==> src/rtl/cycle_sequencer.sv <==
// cycle_sequencer
// Owns the micro-cycle counter, the latched opcode and the sticky halt/fault
// flags, and turns the decoded control state into one-hot datapath strobes.
// The state codes below are shared with the control decoder.

module cycle_sequencer #(
    parameter int CYCLE_W   = 4,
    parameter int MAX_CYCLE = 7,
    parameter int OPCODE_W  = 4
) (
    input  logic                clk,
    input  logic                reset,
    input  logic                step_en,
    input  logic [3:0]          state,
    input  logic [7:0]          bus_in,
    output logic [CYCLE_W-1:0]  cycle,
    output logic [OPCODE_W-1:0] opcode,
    output logic                pc_inc,
    output logic                pc_load,
    output logic                mar_load,
    output logic                ram_oe,
    output logic                a_load,
    output logic                b_load,
    output logic                alu_oe,
    output logic                alu_sub,
    output logic                out_load,
    output logic                halted,
    output logic                fault
);

    localparam logic [3:0] STATE_NEXT       = 4'd0;
    localparam logic [3:0] STATE_FETCH_PC   = 4'd1;
    localparam logic [3:0] STATE_FETCH_INST = 4'd2;
    localparam logic [3:0] STATE_FETCH_ARG  = 4'd3;
    localparam logic [3:0] STATE_LOAD_Z     = 4'd4;
    localparam logic [3:0] STATE_RAM_A      = 4'd5;
    localparam logic [3:0] STATE_RAM_B      = 4'd6;
    localparam logic [3:0] STATE_ADD        = 4'd7;
    localparam logic [3:0] STATE_SUB        = 4'd8;
    localparam logic [3:0] STATE_OUT_A      = 4'd9;
    localparam logic [3:0] STATE_JUMP_Z     = 4'd10;
    localparam logic [3:0] STATE_HALT       = 4'd11;

    localparam logic [CYCLE_W-1:0] LAST_CYCLE = CYCLE_W'(MAX_CYCLE);

    logic running;
    logic strobe_en;

    // A halted or faulted machine is frozen; only reset brings it back.
    assign running   = step_en && !halted && !fault;
    assign strobe_en = running && !reset;

    // Cycle counter, opcode latch and sticky flags; advance only while running.
    always_ff @(posedge clk or posedge reset) begin
        if (reset) begin
            cycle  <= '0;
            opcode <= '0;
            halted <= 1'b0;
            fault  <= 1'b0;
        end else if (running) begin
            if (state == STATE_FETCH_INST) begin
                opcode <= OPCODE_W'(bus_in[7:4]);
            end
            if (state == STATE_HALT) begin
                halted <= 1'b1;
            end else if (state == STATE_NEXT) begin
                cycle <= '0;
            end else if (cycle < LAST_CYCLE) begin
                cycle <= cycle + CYCLE_W'(1);
            end else begin
                cycle <= '0;
                fault <= 1'b1;
            end
        end
    end

    // Decode the control state into datapath strobes, gated off when not stepping.
    always_comb begin
        pc_inc   = 1'b0;
        pc_load  = 1'b0;
        mar_load = 1'b0;
        ram_oe   = 1'b0;
        a_load   = 1'b0;
        b_load   = 1'b0;
        alu_oe   = 1'b0;
        alu_sub  = 1'b0;
        out_load = 1'b0;
        if (strobe_en) begin
            case (state)
                STATE_FETCH_PC: begin
                    mar_load = 1'b1;
                end
                STATE_FETCH_INST: begin
                    ram_oe = 1'b1;
                    pc_inc = 1'b1;
                end
                STATE_FETCH_ARG: begin
                    ram_oe   = 1'b1;
                    mar_load = 1'b1;
                    pc_inc   = 1'b1;
                end
                STATE_LOAD_Z: begin
                    ram_oe   = 1'b1;
                    mar_load = 1'b1;
                end
                STATE_RAM_A: begin
                    ram_oe = 1'b1;
                    a_load = 1'b1;
                end
                STATE_RAM_B: begin
                    ram_oe = 1'b1;
                    b_load = 1'b1;
                end
                STATE_ADD: begin
                    alu_oe = 1'b1;
                    a_load = 1'b1;
                end
                STATE_SUB: begin
                    alu_oe  = 1'b1;
                    alu_sub = 1'b1;
                    a_load  = 1'b1;
                end
                STATE_OUT_A: begin
                    out_load = 1'b1;
                end
                STATE_JUMP_Z: begin
                    ram_oe  = 1'b1;
                    pc_load = 1'b1;
                end
                default: begin
                end
            endcase
        end
    end

endmodule

==> config.mk <==
export PLATFORM = sky130hd
export DESIGN_NAME = cycle_sequencer
export DESIGN_NICKNAME = d
export VERILOG_FILES = /design/src/rtl/cycle_sequencer.sv
export SDC_FILE = /design/constraint.sdc
export NUM_CORES = 1
export LEC_CHECK = 0
export CELL_PAD_IN_SITES_DETAIL_PLACEMENT = 1
export CELL_PAD_IN_SITES_GLOBAL_PLACEMENT = 2
export CORE_MARGIN = 2
export CORE_UTILIZATION = 22
export DETAILED_ROUTE_END_ITERATION = 6
export MAX_ROUTING_LAYER = met4
export PLACE_DENSITY_LB_ADDON = 0.1
export RECOVER_POWER = 100
export SETUP_SLACK_MARGIN = 0.4
export SYNTH_ARGS = -nofsm -noshare
export SYNTH_HDL_FRONTEND = slang
export SYNTH_SLANG_ARGS = --single-unit
==> constraint.sdc <==
create_clock -name clk -period 4 [get_ports clk]
set_input_delay 0.4 -clock clk [delete_from_list [all_inputs] [get_ports clk]]
set_output_delay 0.4 -clock clk [all_outputs]
set_load 0.01 [all_outputs]
==> impl_summary.txt, run 1 <==
----------------------------------------------------
[Outcome]
  Run status ... complete, no violations

[Placement]
  Placed cell count ... 122
  Number of port buffers ... 29
  Placer's final routability congestion estimate ... 0.703
  Post-DP HPWL ... 1270 um

[Clock network]
  CTS hold repair buffers ... 0
  TritonCTS clock tree ... done
  Clock insertion delay at the later pin of the skew report ... 0.26 ns
  Clock Tree Root ... sky130_fd_sc_hd__clkbuf_4
  Buffer depth of the longest clock path ... 2
  Reg clk slew, reported paths ... 0.06 ns
  Post_cts resized ... 0
  Clock net sink count ... 10
  H-tree depth ... 1
  Number of buffers added for setup after CTS ... 0
  Cts bufs inserted ... 3

[Routing]
  Initial DRC count ... 5
  DR vias ... 577
  Via/cell ratio ... 4.58
  Number of remaining DRC errors ... 0
  Antenna-violating nets left ... 0
  Drt pass-1 iters ... 3
  Final wirelength ... 1580 um
  Routed length per placed instance ... 12.5 um

[Timing]
  Final-report setup violation count ... 0
  Final min period ... 2.81 ns
  Count of final max-slew check failures ... 0
  Max Clk Rate ... 356 MHz
  Setup repair after global routing missed its margin ... no
  Layout Skew ... 0.00226 ns
  Worst slew margin relative to its limit ... 66.4%
  Transition time of the tightest slew-check pin ... 0.500 ns
  Hold violation total from the final report ... 0
  Final worst path period share ... 70.1%
  TNS Setup ... 0 ns

[Global routing]
  First-pass GRT wire length ... 2700 um
  Overall fraction of global-route tracks in use ... 10.9%
  Maximum number of pins on one net before global-route repair ... 13
  Number of antenna violations at the first check in global routing ... 0
  Overflow left after global routing ... 0
  Vias in the first global route ... 607

[Critical path]
  Count of cells along the worst register-to-register path ... 4
  Type of the worst setup path ... primary input to primary output
  Element type at the critical path end ... primary output
  Arrival time at the worst endpoint ... 2.41 ns
  Max FO, Critical Path ... 12
  CP startpoint kind ... primary input
  Worst endpoint required time ... 3.60 ns

[Power and ir drop]
  Total power density per cell area ... 225 nW/um^2
  Leakage power of the design ... 0.438 nW
  Peak ir drop on the vdd network ... 0.210 mV

[Die]
  Floorplan die area ... 3320 um^2
  IO Count ... 34
  Die height ... 57.6 um
  Die Wd ... 57.6 um
  Initial core utilization ... 23.1%
  Site row count ... 19
  Core ar. ... 2730 um^2

[Yosys]
  Number of distinct library cell variants in the gate-level netlist after synthesis ... 26
  Synthesized instance count ... 65
  Portion of the post-synthesis area used by sequential elements ... 39.6%
  Synth Register Bits ... 10
  Number of warning messages in the yosys log ... 0
  Synthesized netlist net count ... 81
  Synthesized area divided by synthesized cell count ... 9.72 um^2
  Synthesized area ... 632 um^2

[Final layout]
  Final net count ... 112
  Final cell count without fillers ... 126
  Area overhead of the layout relative to synthesis ... 50.3%
  Antenna cell count ... 0
  Fraction of layout cells with a size suffix above 1 ... 12.6%

[Worst hold path]
  Path category of the worst min-delay check ... flip-flop to flip-flop
  Worst hold path cell count ... 1

[Job]
  Max capacitance violation total ... 0

----------------------------------------------------
-- Yosys cell counts --
| cell type | count | share of area, % |
|---|---|---|
| sky130_fd_sc_hd__o31ai_1 | 1 | 1.2 |
| sky130_fd_sc_hd__a21oi_1 | 4 | 3.2 |
| sky130_fd_sc_hd__or3b_4 | 1 | 1.8 |
| sky130_fd_sc_hd__nand2_1 | 7 | 4.2 |
| sky130_fd_sc_hd__inv_1 | 4 | 2.4 |
| sky130_fd_sc_hd__mux2_2 | 4 | 7.1 |
| sky130_fd_sc_hd__nor3b_4 | 1 | 3.0 |
| sky130_fd_sc_hd__clkbuf_8 | 2 | 4.4 |
| sky130_fd_sc_hd__nor3_1 | 1 | 0.79 |
| sky130_fd_sc_hd__o21ai_2 | 3 | 4.2 |
| sky130_fd_sc_hd__dfrtp_1 | 10 | 40 |
| sky130_fd_sc_hd__mux2i_1 | 2 | 3.2 |
| sky130_fd_sc_hd__a21o_1 | 1 | 1.2 |
| sky130_fd_sc_hd__buf_6 | 1 | 1.8 |
| sky130_fd_sc_hd__nand4_1 | 1 | 0.99 |
| sky130_fd_sc_hd__nand3_1 | 4 | 3.2 |
| sky130_fd_sc_hd__ha_1 | 1 | 2.0 |
| sky130_fd_sc_hd__nor2_1 | 7 | 4.2 |
| sky130_fd_sc_hd__nand2b_1 | 1 | 0.99 |
| sky130_fd_sc_hd__nor4_1 | 2 | 2.0 |
| sky130_fd_sc_hd__nand4b_1 | 2 | 2.8 |
| sky130_fd_sc_hd__a22o_2 | 1 | 1.6 |
| sky130_fd_sc_hd__a211oi_1 | 1 | 1.2 |
| sky130_fd_sc_hd__o21bai_1 | 1 | 1.2 |
| sky130_fd_sc_hd__nand2_2 | 1 | 0.99 |
| sky130_fd_sc_hd__nor3b_1 | 1 | 1.2 |
-- area by class of cell --
| class | instances | area, um^2 |
|---|---|---|
| Timing Repair Buffer | 29 | 290 |
| Fill cell | 315 | 1780 |
| Tap cell | 31 | 38.8 |
| Inverter | 4 | 15.0 |
| Multi-Input combinational cell | 48 | 319 |
| Sequential cell | 10 | 250 |
| Clock buffer | 4 | 36.3 |
-- sequential cells by signal, summed over array words and instances (netlist names) --
register / count
halted: 1
opcode: 4
fault: 1
cycle: 4
-- layout by cell type, fill, tap and decap left out, types with 2 or more instances in the layout --
cell type / n
sky130_fd_sc_hd__dlygate4sd3_1: 21
sky130_fd_sc_hd__dfrtp_1: 10
sky130_fd_sc_hd__nand2_1: 8
sky130_fd_sc_hd__clkdlybuf4s50_1: 8
sky130_fd_sc_hd__nor2_1: 7
sky130_fd_sc_hd__nand3_1: 4
sky130_fd_sc_hd__a21oi_1: 4
sky130_fd_sc_hd__inv_1: 4
sky130_fd_sc_hd__mux2_2: 4
sky130_fd_sc_hd__clkbuf_4: 3
sky130_fd_sc_hd__nand4b_1: 2
sky130_fd_sc_hd__nor4_1: 2
sky130_fd_sc_hd__o21ai_2: 2
sky130_fd_sc_hd__mux2i_1: 2
-- report_power, final --
part	internal [mW]	switching, mW	total [mW]
sequential	0.101	0.000142	0.102
combinational	0.0122	0.0116	0.0238
clock	0.0552	0.0333	0.0885
total	0.169	0.0450	0.214
-- cells by family after synthesis --
family | Yosys count | synth area share (%)
compound gates | 12 | 13.7
flops | 10 | 39.6
buf+inv | 7 | 8.51
mux | 6 | 10.3
fa+ha+maj | 1 | 1.98
simple gates | 29 | 25.9
-- worst max-delay path: stages --
cell                            delay [ns]
sky130_fd_sc_hd__dlygate4sd3_1        0.53
sky130_fd_sc_hd__inv_1                0.33
sky130_fd_sc_hd__nand2_1              0.28
sky130_fd_sc_hd__a211oi_1             0.23
sky130_fd_sc_hd__dlygate4sd3_1        0.63
-- path summary, 6_finish.rpt --
check	endpoint	slack [ns]	start
worst max register to register	cycle[0]	2.33	halted
min in group asynchronous	cycle[1]	0.57	reset
worst max-delay path	ram_oe	1.19	reset
max in group asynchronous	halted	3.13	reset
worst min register to register	opcode[2]	0.50	opcode[2]
worst min-delay path	opcode[2]	0.50	opcode[2]
-- per-layer routing --
layer	vias up	track usage, %	share of wire, %
li1	290	-	-
met1	268	13.4	46
met2	19	16.7	46
met3	0	5.44	8.4
met4	0	0.997	0
met5	-	-	0
-- stage by stage --
| stage | instance area [um^2] | worst slack [ns] | util, % | hold WS, ns | total power, mW |
|---|---|---|---|---|---|
| floorplan | 632 | 2.34 | - | 0.256 | 0.118 |
| global placement | 922 | 1.27 | 33.7 | 0.486 | 0.129 |
| detailed placement | 922 | 1.30 | 33.7 | 0.494 | 0.128 |
| CTS | 958 | 1.29 | 35.1 | 0.450 | 0.220 |
| global route | 950 | 0.987 | 34.7 | 0.527 | 0.227 |
| finish | 950 | 1.19 | 34.7 | 0.499 | 0.214 |
Note: power is estimated with default switching activity, not from simulation.
==> inputs of run 2 (changes only) <==
--- a/config.mk
+++ b/config.mk
@@ -8,7 +8,7 @@
 export CELL_PAD_IN_SITES_DETAIL_PLACEMENT = 1
 export CELL_PAD_IN_SITES_GLOBAL_PLACEMENT = 2
 export CORE_MARGIN = 2
-export CORE_UTILIZATION = 22
+export CORE_UTILIZATION = 21
 export DETAILED_ROUTE_END_ITERATION = 6
 export MAX_ROUTING_LAYER = met4
 export PLACE_DENSITY_LB_ADDON = 0.1
==> constraint.sdc (replaced) <==
create_clock -name clk -period 2.8 [get_ports clk]
set_input_delay 0.28 -clock clk [delete_from_list [all_inputs] [get_ports clk]]
set_output_delay 0.28 -clock clk [all_outputs]
set_load 0.01 [all_outputs]
==> impl_summary.txt, run 2 (synthesis gave the netlist of run 1 again) <==
----------------------------------------------------
[Timing]
  Final worst path period share ... 85.3%
  Layout Skew ... 0.00126 ns (-0.00100 ns)
  Count of final max-slew check failures ... 0 (unchanged)
  TNS Setup ... 0 ns (unchanged)
  Transition time of the tightest slew-check pin ... 0.566 ns (+0.0658 ns)
  Worst slew margin relative to its limit ... 62.3% (-4.1 points)
  Setup repair after global routing missed its margin ... no
  Final min period ... 2.39 ns
  Max Clk Rate ... 419 MHz
  Hold violation total from the final report ... 0 (unchanged)
  Final-report setup violation count ... 0 (unchanged)
  Hold WS ... 0.502 ns (+0.00247 ns)

[Final layout]
  Final net count ... 114 (+1.8%)
  Combined area of the multi-input logic cells ... 322 um^2 (+0.78%)
  Post-layout util ... 33.8% (-0.93 points)
  Most used cells in the layout excluding fill and tap cells ... sky130_fd_sc_hd__dlygate4sd3_1, sky130_fd_sc_hd__dfrtp_1, sky130_fd_sc_hd__nand2_1
  Registers with the most flip-flops ... cycle x4, opcode x4
  Fraction of layout cells with a size suffix above 1 ... 12.5% (-0.13 points)
  Fillers ... 344 (+9.2%)
  Most frequent standard cell in the layout excluding fill and tap cells ... sky130_fd_sc_hd__dlygate4sd3_1
  Area overhead of the layout relative to synthesis ... 50.1%
  Antenna cell count ... 0 (unchanged)
  Area used by sequential logic in the layout ... 250 um^2 (unchanged)

[Routing]
  Antenna-violating nets left ... 0 (unchanged)
  Via/cell ratio ... 4.71 (+2.8%)
  Routed length per placed instance ... 12.9 um (+3.0%)
  Number of remaining DRC errors ... 2 (+2)
  DR vias ... 598 (+3.6%)
  Drt pass-1 iters ... 6 (+3)
  Initial DRC count ... 19 (+14)
  Final wirelength ... 1640 um (+3.8%)

[Critical path]
  Worst R2R Start ... halted
  Dominant cell type by count on the critical path ... sky130_fd_sc_hd__dlygate4sd3_1
  Critical Path, Cell by Cell ... dlygate4sd3_1 -> nor3b_4 -> nand2_1 -> nor4_1 -> dlygate4sd3_1
  Slowest stage cell, crit path ... sky130_fd_sc_hd__dlygate4sd3_1
  CP startpoint kind ... primary input
  Worst endpoint required time ... 2.52 ns (-1.08 ns)
  Endpoint of the lowest-slack register-to-register path ... cycle[1]
  Arrival time at the worst endpoint ... 2.11 ns (-0.30 ns)
  Max FO, Critical Path ... 7 (-5)
  Count of cells along the worst register-to-register path ... 5 (+1)
  Element type at the critical path end ... primary output
  Crit-path max cell delay ... 0.64 ns (about the same)
  Type of the worst setup path ... primary input to primary output
  Reg-to-reg setup timing slack ... 1.11 ns (-1.22 ns)

[Worst hold path]
  Worst hold path cell count ... 1 (unchanged)
  Path category of the worst min-delay check ... flip-flop to flip-flop
  Launch instance of the worst min-delay path ... opcode[0]
  Capture endpoint of the worst hold path ... opcode[0]

[Die]
  Core ar. ... 2810 um^2 (+2.6%)
  Die Wd ... 58.9 um (+2.2%)
  IO Count ... 34 (unchanged)
  Die height ... 58.9 um (+2.2%)
  Site row count ... 19 (unchanged)
  Floorplan die area ... 3460 um^2 (+4.4%)
  Initial core utilization ... 22.5% (-0.59 points)

[Clock network]
  CTS hold repair buffers ... 0 (unchanged)
  Reg clk slew, reported paths ... 0.06 ns (about the same)
  H-tree depth ... 1 (unchanged)
  Cts bufs inserted ... 3 (unchanged)
  Clock net sink count ... 10 (unchanged)
  Clock insertion delay at the later pin of the skew report ... 0.26 ns (about the same)
  Buffer depth of the longest clock path ... 2 (unchanged)
  Clock Tree Root ... sky130_fd_sc_hd__clkbuf_4
  TritonCTS clock tree ... done

[Placement]
  Post-DP HPWL ... 1250 um (-2.0%)
  Placer's final routability congestion estimate ... 0.707 (+0.54%)
  Number of port buffers ... 29 (unchanged)

[Global routing]
  Overflow left after global routing ... 0 (unchanged)
  First-pass GRT wire length ... 2590 um (-4.3%)
  Number of antenna violations at the first check in global routing ... 0 (unchanged)
  Vias in the first global route ... 555 (-8.6%)
  Overall fraction of global-route tracks in use ... 10.1% (-0.81 points)
  Maximum number of pins on one net before global-route repair ... 11 (-2)

[Job]
  Max capacitance violation total ... 0 (unchanged)

[Power and ir drop]
  Peak ir drop on the vdd network ... 0.196 mV (-6.3%)
  Leakage power of the design ... 0.440 nW (+0.41%)
  Total power density per cell area ... 294 nW/um^2 (+30%)

[Outcome]
  Run status ... finished, violations left
  Failing checks ... DRC

----------------------------------------------------
## run 2: cell types whose count changed in the layout (fill, tap and decap cells not counted)
cell / before / now
sky130_fd_sc_hd__clkdlybuf4s50_1: 8 / 6
sky130_fd_sc_hd__dlymetal6s2s_1: 0 / 1
sky130_fd_sc_hd__clkbuf_8: 1 / 0
sky130_fd_sc_hd__nor2_2: 0 / 1
sky130_fd_sc_hd__nor2_1: 7 / 6
sky130_fd_sc_hd__dlygate4sd3_1: 21 / 22
sky130_fd_sc_hd__clkbuf_1: 0 / 2
## run 2: metrics by stage
stage / setup WS (ns) / power, mW / instance area, um^2 / std cells
floorplan: 1.26 / 0.168 / 632 / 65
global placement: 0.407 / 0.185 / 930 / 123
detailed placement: 0.432 / 0.185 / 930 / 123
CTS: 0.420 / 0.284 / 952 / 126
global route: 0.249 / 0.295 / 948 / 127
finish: 0.412 / 0.279 / 948 / 127
## run 2: how the worst max path moves through the flow
stage / end / slack, ns / from / cells past startpoint
detailed placement: b_load / 0.43 / step_en / 5
global placement: b_load / 0.41 / step_en / 5
global route: b_load / 0.25 / step_en / 5
finish: b_load / 0.41 / step_en / 5
floorplan: b_load / 1.26 / halted / 3
CTS: b_load / 0.42 / step_en / 5
## run 2: routing by layer
metal / part of all wire [%] / vias up / track usage, %
met1: 49 / 281 / 14.7
met5: 0 / - / -
met2: 43 / 17 / 13.0
li1: - / 298 / -
met3: 7.0 / 2 / 4.84
met4: 0.55 / 0 / 0.974
## run 2: repair_timing
item | in CTS | in global routing
setup endpoints to repair | 0 | 6
resized for setup | 0 | 3
setup buffers | 0 | 1
## run 2: report_power, final
part	internal, mW	switching, mW
clock	0.0496	0.0488
combinational	0.0172	0.0180
sequential	0.145	0.000205
## run 2: cell type report
| class | count | share of cell area, % |
|---|---|---|
| inverters | 4 | 1.58 |
| well taps | 31 | 4.09 |
| repair buffers | 31 | 31.7 |
| multi-input cells | 48 | 33.9 |
| clock buffers | 3 | 2.37 |
| flip-flops and latches | 10 | 26.4 |
## run 2: critical path, delay by kind of cell
| kind | cells | cell delay [ns] |
|---|---|---|
| simple gates | 3 | 0.62 |
| buf+inv | 2 | 1.20 |
